`src/rtl/score_keeper.sv`:
```
// Two-player IR ball-toss score keeper: synchronizes and debounces six sensors,
// awards points on debounced rising edges and runs the IDLE/PLAY/OVER game FSM.
module score_keeper #(
  parameter int unsigned DEBOUNCE_CYCLES = 1000000,
  parameter int unsigned PTS_S0          = 1,
  parameter int unsigned PTS_S1          = 2,
  parameter int unsigned PTS_S2          = 3
) (
  input  logic       clk,
  input  logic       reset_n,
  input  logic [2:0] ir_sensor_p1,
  input  logic [2:0] ir_sensor_p2,
  input  logic       clock_stopped,
  output logic [5:0] score_p1,
  output logic [5:0] score_p2,
  output logic       score_valid,
  output logic       game_over,
  output logic [1:0] winner
);

  localparam int unsigned   CW       = (DEBOUNCE_CYCLES > 1) ? $clog2(DEBOUNCE_CYCLES) : 1;
  localparam logic [CW-1:0] CNT_LAST = CW'(DEBOUNCE_CYCLES - 1);
  localparam logic [6:0]    P0       = 7'(PTS_S0);
  localparam logic [6:0]    P1       = 7'(PTS_S1);
  localparam logic [6:0]    P2       = 7'(PTS_S2);

  typedef enum logic [1:0] {IDLE = 2'd0, PLAY = 2'd1, OVER = 2'd2} state_e;

  logic [5:0]    raw;
  logic [5:0]    sync1_q, sync2_q;
  logic [5:0]    deb_q, deb_d, deb_prev_q;
  logic [5:0]    hit_q;
  logic [CW-1:0] cnt_q [6];
  logic [CW-1:0] cnt_d [6];
  logic [1:0]    rel_q;
  state_e        state_q;
  logic [5:0]    score1_q, score2_q, score1_d, score2_d;
  logic          valid_q, over_q;
  logic [1:0]    winner_q;

  // One ball per toss: only the highest-index sensor hit counts.
  function automatic logic [6:0] pts_of(input logic [2:0] hit);
    logic [6:0] p;
    if (hit[2])      p = P2;
    else if (hit[1]) p = P1;
    else if (hit[0]) p = P0;
    else             p = 7'd0;
    return p;
  endfunction

  function automatic logic [5:0] sat_add(input logic [5:0] s, input logic [6:0] p);
    logic [6:0] sum;
    sum = {1'b0, s} + p;
    return (sum > 7'd63) ? 6'd63 : sum[5:0];
  endfunction

  assign raw = {ir_sensor_p2, ir_sensor_p1};

  always_comb begin
    deb_d = deb_q;
    for (int i = 0; i < 6; i++) begin
      cnt_d[i] = '0;
      if (sync2_q[i] != deb_q[i]) begin
        if (cnt_q[i] == CNT_LAST) deb_d[i] = sync2_q[i];
        else                      cnt_d[i] = cnt_q[i] + 1'b1;
      end
    end
  end

  // Sensor path: 2-flop sync, debounce, registered rising-edge hit pulse.
  always_ff @(posedge clk or negedge reset_n) begin
    if (!reset_n) begin
      sync1_q    <= '0;
      sync2_q    <= '0;
      deb_q      <= '0;
      deb_prev_q <= '0;
      hit_q      <= '0;
      for (int i = 0; i < 6; i++) cnt_q[i] <= '0;
    end else begin
      sync1_q    <= raw;
      sync2_q    <= sync1_q;
      deb_q      <= deb_d;
      deb_prev_q <= deb_q;
      hit_q      <= deb_q & ~deb_prev_q;
      for (int i = 0; i < 6; i++) cnt_q[i] <= cnt_d[i];
    end
  end

  assign score1_d = sat_add(score1_q, pts_of(hit_q[2:0]));
  assign score2_d = sat_add(score2_q, pts_of(hit_q[5:3]));

  // Reset release is synchronized here so the FSM only leaves IDLE cleanly.
  always_ff @(posedge clk or negedge reset_n) begin
    if (!reset_n) rel_q <= '0;
    else          rel_q <= {rel_q[0], 1'b1};
  end

  always_ff @(posedge clk or negedge reset_n) begin
    if (!reset_n) begin
      state_q  <= IDLE;
      score1_q <= '0;
      score2_q <= '0;
      valid_q  <= 1'b0;
      over_q   <= 1'b0;
      winner_q <= 2'b00;
    end else begin
      valid_q <= 1'b0;
      case (state_q)
        IDLE: begin
          if (rel_q[1] && (deb_q == 6'd0) && !clock_stopped) state_q <= PLAY;
        end
        PLAY: begin
          if (clock_stopped) begin
            state_q <= OVER;
            over_q  <= 1'b1;
            if (score1_q > score2_q)      winner_q <= 2'b01;
            else if (score2_q > score1_q) winner_q <= 2'b10;
            else                          winner_q <= 2'b11;
          end else begin
            score1_q <= score1_d;
            score2_q <= score2_d;
            valid_q  <= (score1_d != score1_q) || (score2_d != score2_q);
          end
        end
        OVER:    state_q <= OVER;
        default: state_q <= IDLE;
      endcase
    end
  end

  assign score_p1    = score1_q;
  assign score_p2    = score2_q;
  assign score_valid = valid_q;
  assign game_over   = over_q;
  assign winner      = winner_q;

endmodule

```
`config.mk`:
```
export PLATFORM = sky130hd
export DESIGN_NAME = score_keeper
export DESIGN_NICKNAME = d
export VERILOG_FILES = /design/src/rtl/score_keeper.sv
export SDC_FILE = /design/constraint.sdc
export NUM_CORES = 1
export LEC_CHECK = 0
export CAP_MARGIN = 20
export CORE_AREA = 2 2 137 139
export CTS_CLUSTER_DIAMETER = 120
export CTS_CLUSTER_SIZE = 20
export DETAILED_ROUTE_END_ITERATION = 8
export DIE_AREA = 0 0 139 141
export SYNTH_ARGS = -nofsm -noshare
export SYNTH_HDL_FRONTEND = slang
export SYNTH_SLANG_ARGS = --single-unit
```
`constraint.sdc`:
```
create_clock -name clk -period 2.8 [get_ports clk]
set_clock_uncertainty 0.2 [all_clocks]
set_input_delay 0.42 -clock clk [delete_from_list [all_inputs] [get_ports clk]]
set_output_delay 0.42 -clock clk [all_outputs]
set_load 0.1 [all_outputs]
```
; ---- Yosys cells after proc, flatten, opt, wreduce, memory -nomap -nowiden
; Cells that the tools add are included.
[totals]
regBits = 170
latch_bits = 0
ramBits = 0
mem_bits_ro = 0
in_bits = 9
output_inout_bits = 16
wordCells = 98
n_memories = 0
[classes]
addsub = 8
multipliers = 0
n_div = 0
order_cmp = 4
n_eq_ne = 18
shifts = 0
mux = 27
bitwise = 3
n_reduce_logical = 15
[op_table]
columns = cell, count
row1 = $mux W20, 12
row2 = $add A20 B1 Y20 const B, 6
row3 = $eq A20 B20 Y1 const B, 6
row4 = $reduce_and A2 Y1, 9
row5 = $add A6 B7 Y7, 2
row6 = $gt A7 B6 Y1 const B, 2
row7 = $mux W2, 7
row8 = $gt A6 B6 Y1, 2
row9 = $mux W6, 2
row10 = $ne A6 B6 Y1, 2
row11 = $and A6 B6 Y6, 1
row12 = $logic_not A6 Y1, 1
row13 = $ne A1 B1 Y1, 6
row14 = $not A6 Y6, 1
row15 = $pmux W2 S3, 1
row16 = $mux W1, 5
row17 = $ne A2 B2 Y1 const B, 2
row18 = $eq A2 B1 Y1 const B, 1
row19 = $eq A2 B2 Y1 const B, 1
row20 = $logic_and A1 B1 Y1, 2
row21 = $logic_not A2 Y1, 1
row22 = $logic_not A1 Y1, 1
row23 = $logic_or A1 B1 Y1, 1
row24 = $not A1 Y1, 1

; ---- Depth between registers and ports, before layout
[logic_depth]
depth_word = 10
depth_mapped = 10
depth_no_buf = 10

; ---- Worst setup path before layout
; No wires, ideal clock.
[synth_timing]
path_kind = register to register
from = register score2_q[0] (netlist: score_p2[0])
to = register valid_q (netlist: score_valid)
setup_ns = 0.136
t_arrival_ns = 2.809
required_ns = 2.464
setup_slack_ns = -0.345
stages_incl_launch_ff = 9
path_buffers = 0
synth_period_minus_slack_ns = 3.145
path_cell_list = dfrtp_1 > ha_1 > inv_1 > fa_1 > a21bo_2 > a2111oi_0 > o21ba_2 > a221oi_1 > a21oi_1
[synth_between]
elab_chain_cells = 7
[synth_lines]
columns = element, line
row1 = start: declaration, 37  ; logic [5:0] score1_q, score2_q, score1_d, score2_d;
row2 = start signal: assignment, 121  ; score2_q <= score2_d;
row3 = $add A6 B7 Y7, 53  ; sum = {1'b0, s} + p;
row4 = $gt A7 B6 Y1, 54  ; return (sum > 7'd63) ? 6'd63 : sum[5:0];
row5 = $mux W6, 54
row6 = $ne A6 B6 Y1 (*), 122  ; valid_q <= (score1_d != score1_q) || (score2_d != score2_q);
row7 = $logic_or A1 B1 Y1 (*), 122
row8 = $mux W1 (*), 113  ; if (clock_stopped) begin
row9 = $mux W1 (*), 108  ; case (state_q)
row10 = end signal: assignment, 122
row11 = end: declaration, 38  ; logic valid_q, over_q;
; Every way passes the cells marked *; elsewhere a longest branch is shown, timed or not.
; A chain may end at the register's enable or synchronous reset.

; ---- Worst setup path after layout
[layout_timing]
from = register hit_q[3]
to = register valid_q (netlist: score_valid)
[layout_between]
elab_chain_cells = 10
[layout_lines]
columns = element, line
row1 = start: declaration, 32  ; logic [5:0] hit_q;
row2 = start signal: assignment, 84  ; hit_q <= deb_q & ~deb_prev_q;
row3 = $mux W1 (*), 46  ; else if (hit[0]) p = P0;
row4 = $mux W2 (*), 45  ; else if (hit[1]) p = P1;
row5 = $mux W2 (*), 44  ; if (hit[2]) p = P2;
row6 = $add A6 B7 Y7 (*), 53
row7 = $gt A7 B6 Y1, 54
row8 = $mux W6 (*), 54
row9 = $ne A6 B6 Y1 (*), 122
row10 = $logic_or A1 B1 Y1 (*), 122
row11 = $mux W1 (*), 113
row12 = $mux W1 (*), 108
; Marks and branches as above.

==> flow_metrics.env <==
export IMPL_run_status="complete, no violations"
export IMPL_ant_nets=0
export IMPL_synth_cells=769
export IMPL_fin_nets=843
export IMPL_worstHoldStart="rel_q[0]"
export IMPL_port_buffers=24
export IMPL_start_util=0.4358
export IMPL_first_iter_violations=282
export IMPL_grt_overflow=0
export IMPL_gp_congestion=0.8060
export IMPL_die_h_microns=141
export IMPL_n_antenna_cell=0
export IMPL_cts_buffers=17
export IMPL_power_density_nw_per_um2=596.7
export IMPL_peakVddDrop_mv=0.4307
export IMPL_routedWlPerCell_microns=13.28
export IMPL_dpl_hpwl_microns=9820
export IMPL_crit_fanout=2
export IMPL_placementRows=50
export IMPL_track_usage=0.1564
export IMPL_wl_microns=14080
export IMPL_num_vias=5397
export IMPL_die_area_sq_um=19600
export IMPL_final_period_utilization=0.9546
export IMPL_tightest_slew_ns=0.5798
export IMPL_crit_start="hit_q[3]"
export IMPL_cp_slowest_cell="fa_1"
export IMPL_crit_buf_inv=1
export IMPL_rsz0062_at_grt="no"
export IMPL_cp_start_kind="flip-flop"
export IMPL_fin_cells=1060
export IMPL_area_delta_synth_final_pct=14.51
export IMPL_netlist_area_sq_um=7961
export IMPL_worstPathArrival_ns=2.77
export IMPL_grt_pass1_vias=5518
export IMPL_cts_root_buf="clkbuf_16"
export IMPL_critical_path_endpoint_type="flip-flop"
export IMPL_total_power_mw=5.440
export IMPL_critPathMaxStageDelay_ns=0.44
export IMPL_p_leak_nw=4.050
export IMPL_coreArea_sq_um=18270
export IMPL_slew_violations=0
export IMPL_critical_path_class="reg -> reg"
export IMPL_via_per_inst=5.092
export IMPL_ys_seq_area_frac=0.5343
export IMPL_synthArstFlopShare=1.000
export IMPL_cts_tree="done"
export IMPL_synth_edf_count=0
export IMPL_synthFlopType="dfrtp_1"
export IMPL_ys_seq_elements=170
export IMPL_required_ns=2.90
export IMPL_ys_warnings_count=0
export IMPL_period_needed_ns=2.673
export IMPL_clk_pin_slew_ns=0.06
export IMPL_cts_htree_levels=4
export IMPL_grt_pass1_wl_microns=25380
export IMPL_dp_cells=1026
export IMPL_firstDrtPassIters=4
export IMPL_postSynthAreaPerCell_sq_um=10.35
export IMPL_die_w_microns=139
export IMPL_hold_viol_final=0
export IMPL_io_pins=25
export IMPL_timing_rr_start="hit_q[3]"
export IMPL_grt_max_degree=68
export IMPL_cap_violations=0
export IMPL_max_freq_mhz=374.1
export IMPL_drc=0
export IMPL_antenna_found_initial=0
export IMPL_final_setup_viol_count=0
export IMPL_clock_latency_ns=0.42
export IMPL_max_slew_margin=0.6105
export IMPL_layout_drive_gt1_share=0.1174
export IMPL_clock_sinks=170
export IMPL_crit_chain="nor2b_1, or2_2, ha_1, inv_1, fa_1, a21bo_2, a2111oi_4, nand3_1, a221oi_2, a21oi_1"
export IMPL_clockBufferDepth=2
export IMPL_syn_num_nets=799
export IMPL_min_path_type="reg -> reg"
export IMPL_cp_top_family="compound AO/OA/AOI/OAI gates"
export IMPL_synth_cell_types=48
==> path summary, 6_finish.rpt <==
check / end / slack, ns / cells after the start
max in group asynchronous: cnt_q[9] / 1.31 / 3
worst max-delay path: score_valid / 0.13 / 10
worst max register to register: score_valid / 0.13 / 10
worst min register to register: rel_q[1] / 0.15 / 0
min in group asynchronous: cnt_q[114] / 0.33 / 2
worst min-delay path: rel_q[1] / 0.15 / 0
==> report_power, final <==
part	switching, mW	internal [mW]	total [mW]
combinational	0.336	0.191	0.527
sequential	0.0529	2.52	2.57
clock	0.926	1.41	2.34
==> flip-flops by register name (all words and copies together) (netlist names), 2 cells and up <==
signal	cells
deb_prev_q	6
sync2_q	6
score_p2	6
sync1_q	6
score_p1	6
cnt_q	120
hit_q	6
rel_q	2
winner	2
state_q	2
deb_q	6
==> cell usage after synthesis (2+ instances only) <==
cell       number  share of area
a2111oi_0       2         0.0022
a21o_1          2         0.0019
a21oi_1         7         0.0044
a22oi_1         2         0.0019
a31oi_1         7         0.0055
and3_1         19          0.015
and4_1          5         0.0055
buf_2           3         0.0019
buf_4           5         0.0047
buf_6           5         0.0071
clkbuf_1        2        0.00094
dfrtp_1       170           0.53
fa_1            2         0.0050
ha_1           19          0.030
inv_1          26          0.012
mux2_2         10          0.014
nand2_1        54          0.025
nand2b_1        3         0.0024
nand3_1        58          0.036
nand3b_1        5         0.0047
nand4_1        24          0.019
nor2_1        147          0.069
nor2b_1        10         0.0079
nor3_1         14         0.0088
nor4_1         11         0.0086
nor4_2          7          0.011
nor4b_1         6         0.0066
o21a_1          4         0.0038
or2_1           3         0.0024
or2_2           6         0.0047
or4_1           2         0.0019
xnor2_1        45          0.050
xor2_1         69          0.076
==> placed cells by master, fill, tap and decap left out, drive strengths merged, types with 18 or more instances in the layout <==
cell / count
buf: 32
clkbuf: 23
nand3: 58
xor2: 69
nor2: 147
xnor2: 45
inv: 26
nor4: 18
ha: 19
nand2: 55
nand4: 24
dfrtp: 170
and3: 19
==> routing by layer <==
metal / vias up / part of all wire / GRT usage
met5: - / 0 / 0
met4: 0 / 0.021 / 0.06167
met3: 24 / 0.026 / 0.03397
met2: 59 / 0.48 / 0.2619
met1: 2623 / 0.47 / 0.1996
li1: 2691 / - / -
==> kinds of logic after synthesis <==
group,after synthesis,synth area share
AO/OA/AOI/OAI,31,0.02656
XOR/XNOR,114,0.1254
adder cells (fa/ha/maj),21,0.03489
buffers and inverters,41,0.02687
flip-flops,170,0.5343
multiplexers,10,0.01414
other,1,0.0004710
AND/OR/NAND/NOR,381,0.2373
==> metrics by stage <==
step	hold WS, ns	setup WS [ns]	setup TNS (ns)	util	area, sq um
after floorplan	-0.07559	0.02100	0	-	7970
after global placement	0.1331	-0.05690	-0.05690	0.4634	8466
after detailed placement	0.1410	-0.1001	-0.1001	0.4634	8466
after CTS	0.1552	0.008956	0	0.4983	9102
after global routing	0.1578	0.02388	0	0.4990	9116
final	0.1526	0.1271	0	0.4990	9116
==> what timing repair did <==
action,4_1_cts,5_1_grt
endpoints found under the hold margin,53,0
gates cloned,0,0
pin swaps,1,2
endpoints found under the setup margin,1,1
buffers inserted,0,1
hold buffers,1,0
gates resized for setup,3,1
==> final cells by class <==
cell class	instances	area [sq um]
Fill cell	1632	9151
Sequential cell	170	4262
Multi-Input combinational cell	558	3525
Clock buffer	23	488.0
Timing Repair Buffer	40	336.6
Tap cell	234	292.8
Clock inverter	9	115.1
Inverter	26	97.59
Note: power is estimated with default switching activity, not from simulation.
